--- config.mk ---
export PLATFORM = sky130hd
export DESIGN_NAME = mem_arbiter
export DESIGN_NICKNAME = d
export VERILOG_FILES = /design/src/rtl/constants_pkg.sv /design/src/rtl/rr_pick2.sv /design/src/rtl/mem_arbiter.sv
export SDC_FILE = /design/constraint.sdc
export NUM_CORES = 1
export LEC_CHECK = 0
export ABC_AREA = 1
export BUFFER_PORTS_ARGS = -buffer_cell sky130_fd_sc_hd__buf_2
export CAP_MARGIN = 20
export CELL_PAD_IN_SITES_DETAIL_PLACEMENT = 0
export CELL_PAD_IN_SITES_GLOBAL_PLACEMENT = 1
export CORE_AREA = 5 5 240 242
export DETAILED_ROUTE_END_ITERATION = 6
export DIE_AREA = 0 0 245 247
export GPL_ROUTABILITY_DRIVEN = 0
export PLACE_DENSITY_LB_ADDON = 0.1
export SYNTH_ARGS = -nofsm -noshare
export SYNTH_HDL_FRONTEND = slang
export SYNTH_HIERARCHICAL = 1
export SYNTH_SLANG_ARGS = --single-unit
--- constraint.sdc ---
create_clock -name clk -period 2.2 [get_ports clk]
set_input_delay 0.22 -clock clk [delete_from_list [all_inputs] [get_ports clk]]
set_output_delay 0.22 -clock clk [all_outputs]
set_load 0.1 [all_outputs]
--- src/rtl/constants_pkg.sv ---
// Shared constants and types for the memory-side arbitration logic.
package constants_pkg;
    localparam int ICLLEN     = 128;
    localparam int MEM_ADDR_W = 32;

    typedef enum logic [1:0] {ARB_IDLE, ARB_BUSY, ARB_RESP} arb_state_t;
    typedef enum logic {OWN_I = 1'b0, OWN_D = 1'b1} arb_owner_t;
endpackage

--- src/rtl/rr_pick2.sv ---
// Two-way round-robin winner select; rr_last is the previous owner (1 = D).
module rr_pick2
    import constants_pkg::*;
(
    input  logic i_req,
    input  logic d_req,
    input  logic rr_last,
    output logic grant,
    output logic owner
);
    always_comb begin
        grant = i_req | d_req;
        owner = OWN_I;
        if (i_req && d_req)
            owner = (rr_last == OWN_I) ? OWN_D : OWN_I;
        else if (d_req)
            owner = OWN_D;
    end
endmodule

--- src/rtl/mem_arbiter.sv ---
// Non-preemptive round-robin arbiter sharing the memory line port between
// the I-cache and D-cache miss paths, with a watchdog on memory completion.
module mem_arbiter
    import constants_pkg::*;
#(
    parameter int ADDR_W  = MEM_ADDR_W,
    parameter int LINE_W  = ICLLEN,
    parameter int TIMEOUT = 64
) (
    input  logic              clk,
    input  logic              rst,
    input  logic              i_req,
    input  logic [ADDR_W-1:0] i_addr,
    output logic              i_rsp_valid,
    output logic              i_rsp_err,
    input  logic              d_req,
    input  logic              d_we,
    input  logic [ADDR_W-1:0] d_addr,
    input  logic [LINE_W-1:0] d_wdata,
    output logic              d_rsp_valid,
    output logic              d_rsp_err,
    output logic [LINE_W-1:0] rsp_rdata,
    output logic              mem_req,
    output logic              mem_we,
    output logic [ADDR_W-1:0] mem_addr,
    output logic [LINE_W-1:0] mem_wdata,
    input  logic [LINE_W-1:0] mem_rdata,
    input  logic              mem_ready
);
    localparam logic [7:0] WD_LAST = 8'(TIMEOUT - 1);

    arb_state_t        state_q, state_d;
    arb_owner_t        owner_q, owner_d;
    arb_owner_t        rr_last_q, rr_last_d;
    logic [7:0]        wd_cnt_q, wd_cnt_d;
    logic              mem_req_q, mem_req_d;
    logic              mem_we_q, mem_we_d;
    logic [ADDR_W-1:0] mem_addr_q, mem_addr_d;
    logic [LINE_W-1:0] mem_wdata_q, mem_wdata_d;
    logic [LINE_W-1:0] rsp_rdata_q, rsp_rdata_d;
    logic              i_rsp_valid_q, i_rsp_valid_d;
    logic              d_rsp_valid_q, d_rsp_valid_d;
    logic              i_rsp_err_q, i_rsp_err_d;
    logic              d_rsp_err_q, d_rsp_err_d;

    logic pick_grant;
    logic pick_owner;
    logic done;
    logic err;

    rr_pick2 u_pick (
        .i_req   (i_req),
        .d_req   (d_req),
        .rr_last (rr_last_q),
        .grant   (pick_grant),
        .owner   (pick_owner)
    );

    always_comb begin
        state_d       = state_q;
        owner_d       = owner_q;
        rr_last_d     = rr_last_q;
        wd_cnt_d      = wd_cnt_q;
        mem_req_d     = mem_req_q;
        mem_we_d      = mem_we_q;
        mem_addr_d    = mem_addr_q;
        mem_wdata_d   = mem_wdata_q;
        rsp_rdata_d   = rsp_rdata_q;
        i_rsp_valid_d = 1'b0;
        d_rsp_valid_d = 1'b0;
        i_rsp_err_d   = 1'b0;
        d_rsp_err_d   = 1'b0;
        done          = 1'b0;
        err           = 1'b0;

        case (state_q)
            ARB_IDLE: begin
                if (pick_grant) begin
                    owner_d   = arb_owner_t'(pick_owner);
                    rr_last_d = arb_owner_t'(pick_owner);
                    wd_cnt_d  = 8'd0;
                    mem_req_d = 1'b1;
                    state_d   = ARB_BUSY;
                    if (pick_owner == OWN_D) begin
                        mem_we_d    = d_we;
                        mem_addr_d  = d_addr;
                        mem_wdata_d = d_wdata;
                    end else begin
                        mem_we_d    = 1'b0;
                        mem_addr_d  = i_addr;
                        mem_wdata_d = '0;
                    end
                end
            end
            ARB_BUSY: begin
                if (mem_ready) begin
                    done = 1'b1;
                    if (!mem_we_q)
                        rsp_rdata_d = mem_rdata;
                end else if (wd_cnt_q == WD_LAST) begin
                    // Memory never answered: abandon the request and report it.
                    done        = 1'b1;
                    err         = 1'b1;
                    rsp_rdata_d = '0;
                end else begin
                    wd_cnt_d = wd_cnt_q + 8'd1;
                end
                if (done) begin
                    mem_req_d = 1'b0;
                    state_d   = ARB_RESP;
                    if (owner_q == OWN_D) begin
                        d_rsp_valid_d = 1'b1;
                        d_rsp_err_d   = err;
                    end else begin
                        i_rsp_valid_d = 1'b1;
                        i_rsp_err_d   = err;
                    end
                end
            end
            ARB_RESP: state_d = ARB_IDLE;
            default:  state_d = ARB_IDLE;
        endcase
    end

    always_ff @(posedge clk) begin
        if (rst) begin
            state_q       <= ARB_IDLE;
            owner_q       <= OWN_I;
            rr_last_q     <= OWN_I;
            wd_cnt_q      <= 8'd0;
            mem_req_q     <= 1'b0;
            mem_we_q      <= 1'b0;
            mem_addr_q    <= '0;
            mem_wdata_q   <= '0;
            rsp_rdata_q   <= '0;
            i_rsp_valid_q <= 1'b0;
            d_rsp_valid_q <= 1'b0;
            i_rsp_err_q   <= 1'b0;
            d_rsp_err_q   <= 1'b0;
        end else begin
            state_q       <= state_d;
            owner_q       <= owner_d;
            rr_last_q     <= rr_last_d;
            wd_cnt_q      <= wd_cnt_d;
            mem_req_q     <= mem_req_d;
            mem_we_q      <= mem_we_d;
            mem_addr_q    <= mem_addr_d;
            mem_wdata_q   <= mem_wdata_d;
            rsp_rdata_q   <= rsp_rdata_d;
            i_rsp_valid_q <= i_rsp_valid_d;
            d_rsp_valid_q <= d_rsp_valid_d;
            i_rsp_err_q   <= i_rsp_err_d;
            d_rsp_err_q   <= d_rsp_err_d;
        end
    end

    assign mem_req     = mem_req_q;
    assign mem_we      = mem_we_q;
    assign mem_addr    = mem_addr_q;
    assign mem_wdata   = mem_wdata_q;
    assign rsp_rdata   = rsp_rdata_q;
    assign i_rsp_valid = i_rsp_valid_q;
    assign i_rsp_err   = i_rsp_err_q;
    assign d_rsp_valid = d_rsp_valid_q;
    assign d_rsp_err   = d_rsp_err_q;
endmodule

==> impl_metrics.tcl <==
set metrics [dict create \
    wl_per_cell_um 17.2 \
    hold_viol 0 \
    tns_ns 0 \
    via_per_inst 4.38 \
    hp-class "input pin to flop" \
    synth.most_common_cell "nand2_1" \
    antenna_found_initial 6 \
    root_buffer "clkbuf_16" \
    max_freq_mhz 503 \
    yosysTopAreaCellShare_pct 45.9 \
    pwr_density_cell_mw_per_mm2 892 \
    ys_seq_area_share_pct 45.9 \
    syn_area_mm2 0.0133 \
    synth.ff_latch_count 305 \
    ys.flop_type "dfxtp_1" \
    placed_cells 3192 \
    grt_pass1_wl_um 89700 \
    async_reset_ff_share_pct 0 \
    die_y_um 247 \
    crit_fanout 39 \
    holdWs_ns 0.0417 \
    setup_viol 0 \
    routed_wl_um 59900 \
    cts_buffers 41 \
    syn_area_per_cell_um2 6.66 \
    instances_no_fill 3483 \
    netlist_instances 1999 \
    gr-usage-all-layers_pct 18.7 \
    multi_input_area_mm2 0.00546 \
    io_pins 620 \
    clkSlewWorstSetupHoldPaths_ns 0.06 \
    maxCapViolCount 0 \
    critPathKind "flop to flop" \
    initial_core_util_pct 24.3 \
    endpoint_kind "flop" \
    cp-start-kind "flop" \
    layout.nets 3072 \
    synth_nets 2326 \
    cts_setup_buffers 0 \
    vias 15200 \
    yosysWarningCount 6 \
    seqCellArea_mm2 0.00611 \
    die_w_um 245 \
    die-area_mm2 0.0605 \
    grt_max_degree 131 \
    hpwlAfterDp_um 41300 \
    rsz0062_at_grt "no" \
    drt_iter0_drc 700 \
    drc 0 \
    io_buffer_count 619 \
    finalCritPeriodShare_pct 90.4 \
    fin_crit_ns 1.99 \
    ys_types 22 \
    row_count 86 \
    p_leak_nw 10.5 \
    skew_ns 0.0255 \
    area_growth_pct 55.2 \
    crit_required_ns 2.63 \
    ir_worst_vdd_mv 0.503 \
    htree_levels 2 \
    fillers 6039 \
    max-slew-margin-rel_pct 56.8 \
    clkSinkCount 305 \
    ys_top_cells_by_area "dfxtp_1 46%, nand2_1 15%, inv_1 8.4%" \
    tightestPinTransition_ns 0.649 \
    final_layout_size_suffix_gt1_share_pct 26.2 \
    drtPass1Iterations 5 \
    ys_top_cells_by_count "537 x nand2_1, 305 x dfxtp_1, 297 x inv_1, 199 x a21oi_1, 191 x nor2_1" \
    total_power_mw 18.4 \
    grt_overflow 0 \
    clockBufferDepth 3 \
    slew_violations 0 \
    coreArea_mm2 0.0549 \
    synth_edf_count 0 \
    synth_top_area_cell "dfxtp_1" \
    clk_latency_ns 0.55 \
    outcome "finished clean" \
    drtAntennaViolNets 0 \
    arrival_ns 2.42 \
    grt_pass1_vias 15100 \
    cts_tree "yes" \
]
[power breakdown]
part	internal, mW	total, mW	switching [mW]
logic	1.23	5.46	4.23
registers	5.90	6.09	0.187
clock network	4.27	6.87	2.60
[cells in the final DEF, fill, tap and decap left out]
| cell | n |
|---|---|
| inv_4 | 3 |
| nand2_4 | 3 |
| clkinv_2 | 3 |
| o21ai_0 | 41 |
| ha_1 | 1 |
| bufinv_16 | 4 |
| inv_1 | 295 |
| dlygate4sd3_1 | 214 |
| or2_1 | 1 |
| clkbuf_1 | 10 |
| nor2_1 | 191 |
| inv_6 | 2 |
| inv_2 | 9 |
| a21oi_4 | 1 |
| nand3_1 | 140 |
| xor2_1 | 1 |
| nand2_1 | 535 |
| nor3_1 | 2 |
| nor2_2 | 1 |
| clkinvlp_4 | 2 |
| diode_2 | 4 |
| buf_12 | 18 |
| dfxtp_1 | 305 |
| buf_4 | 10 |
| a21oi_1 | 198 |
| o21bai_1 | 1 |
| nor3b_1 | 1 |
| clkbuf_8 | 11 |
| clkbuf_16 | 41 |
| nand3_4 | 1 |
| nand4_1 | 113 |
| buf_2 | 617 |
[worst max-delay path, stage by stage (launching register included)]
cell and delay, ns:
dfxtp_1 0.38, a21oi_4 0.21, buf_4 0.40, nor2_1 0.10, a21oi_1 0.13, dlygate4sd3_1 0.56, a21oi_1 0.06
[repair_timing]
item,CTS,global route
endpoints found under the hold margin,217,0
hold buffers,214,0
gates resized for setup,0,0
[sequential cells by signal, indices dropped and copies added, names as in the netlist]
| signal | cells |
|---|---|
| i_rsp_valid | 1 |
| i_rsp_err | 1 |
| rr_last_q | 1 |
| mem_wdata | 128 |
| rsp_rdata | 128 |
| wd_cnt_q | 8 |
| mem_req | 1 |
| d_rsp_err | 1 |
| state_q | 2 |
| mem_addr | 32 |
| d_rsp_valid | 1 |
| mem_we | 1 |
[cell families (layout without fill, tap and decap cells)]
kind of cell	after synthesis	after routing	share of synthesized area [%]
compound gates	241	241	9.08
flops	305	305	45.9
simple gates	988	988	31.5
xor+xnor	1	1	0.0658
buf+inv	463	1239	13.3
fa+ha+maj	1	1	0.0940
other cells	0	4	0
[final timing paths]
kind | to | depth (start not counted) | start | slack [ns]
worst min register to register | mem_wdata[65]$_SDFFE_PP0P_ | 2 | mem_wdata[65]$_SDFFE_PP0P_ | 0.46
worst max-delay path | mem_addr[7]$_SDFFE_PP0P_ | 6 | rr_last_q$_SDFFE_PP0P_ | 0.21
worst max register to register | mem_addr[7]$_SDFFE_PP0P_ | 6 | rr_last_q$_SDFFE_PP0P_ | 0.21
worst min-delay path | rsp_rdata[51]$_SDFFE_PP0P_ | 5 | mem_rdata[51] | 0.04
[area by class of cell]
cell class	count	share of cell area (%)
sequential	305	29.6
timing repair buffer	859	27.4
multi-input combinational	1231	26.4
clock buffer	62	5.88
inverter	307	5.61
tap	704	4.26
clock inverter	11	0.812
antenna	4	0.0484
[stage by stage]
stage	setup slack, ns	util [%]	instance area [um2]
floorplan	0.199	-	13300
finish	0.212	37.6	20700
detailed placement	0.360	31.2	17100
global placement	0.437	31.2	17100
CTS	0.251	37.6	20600
global route	0.0863	37.6	20700
[routing by layer]
metal / wire length, um / vias to the layer above / global-route usage [%]
met5: 27 / - / 0
met4: 2320 / 4 / 7.38
met3: 4870 / 116 / 6.04
met2: 28100 / 479 / 31.1
met1: 24600 / 6922 / 22.5
li1: - / 7728 / -
(Power assumes the default switching activity.)
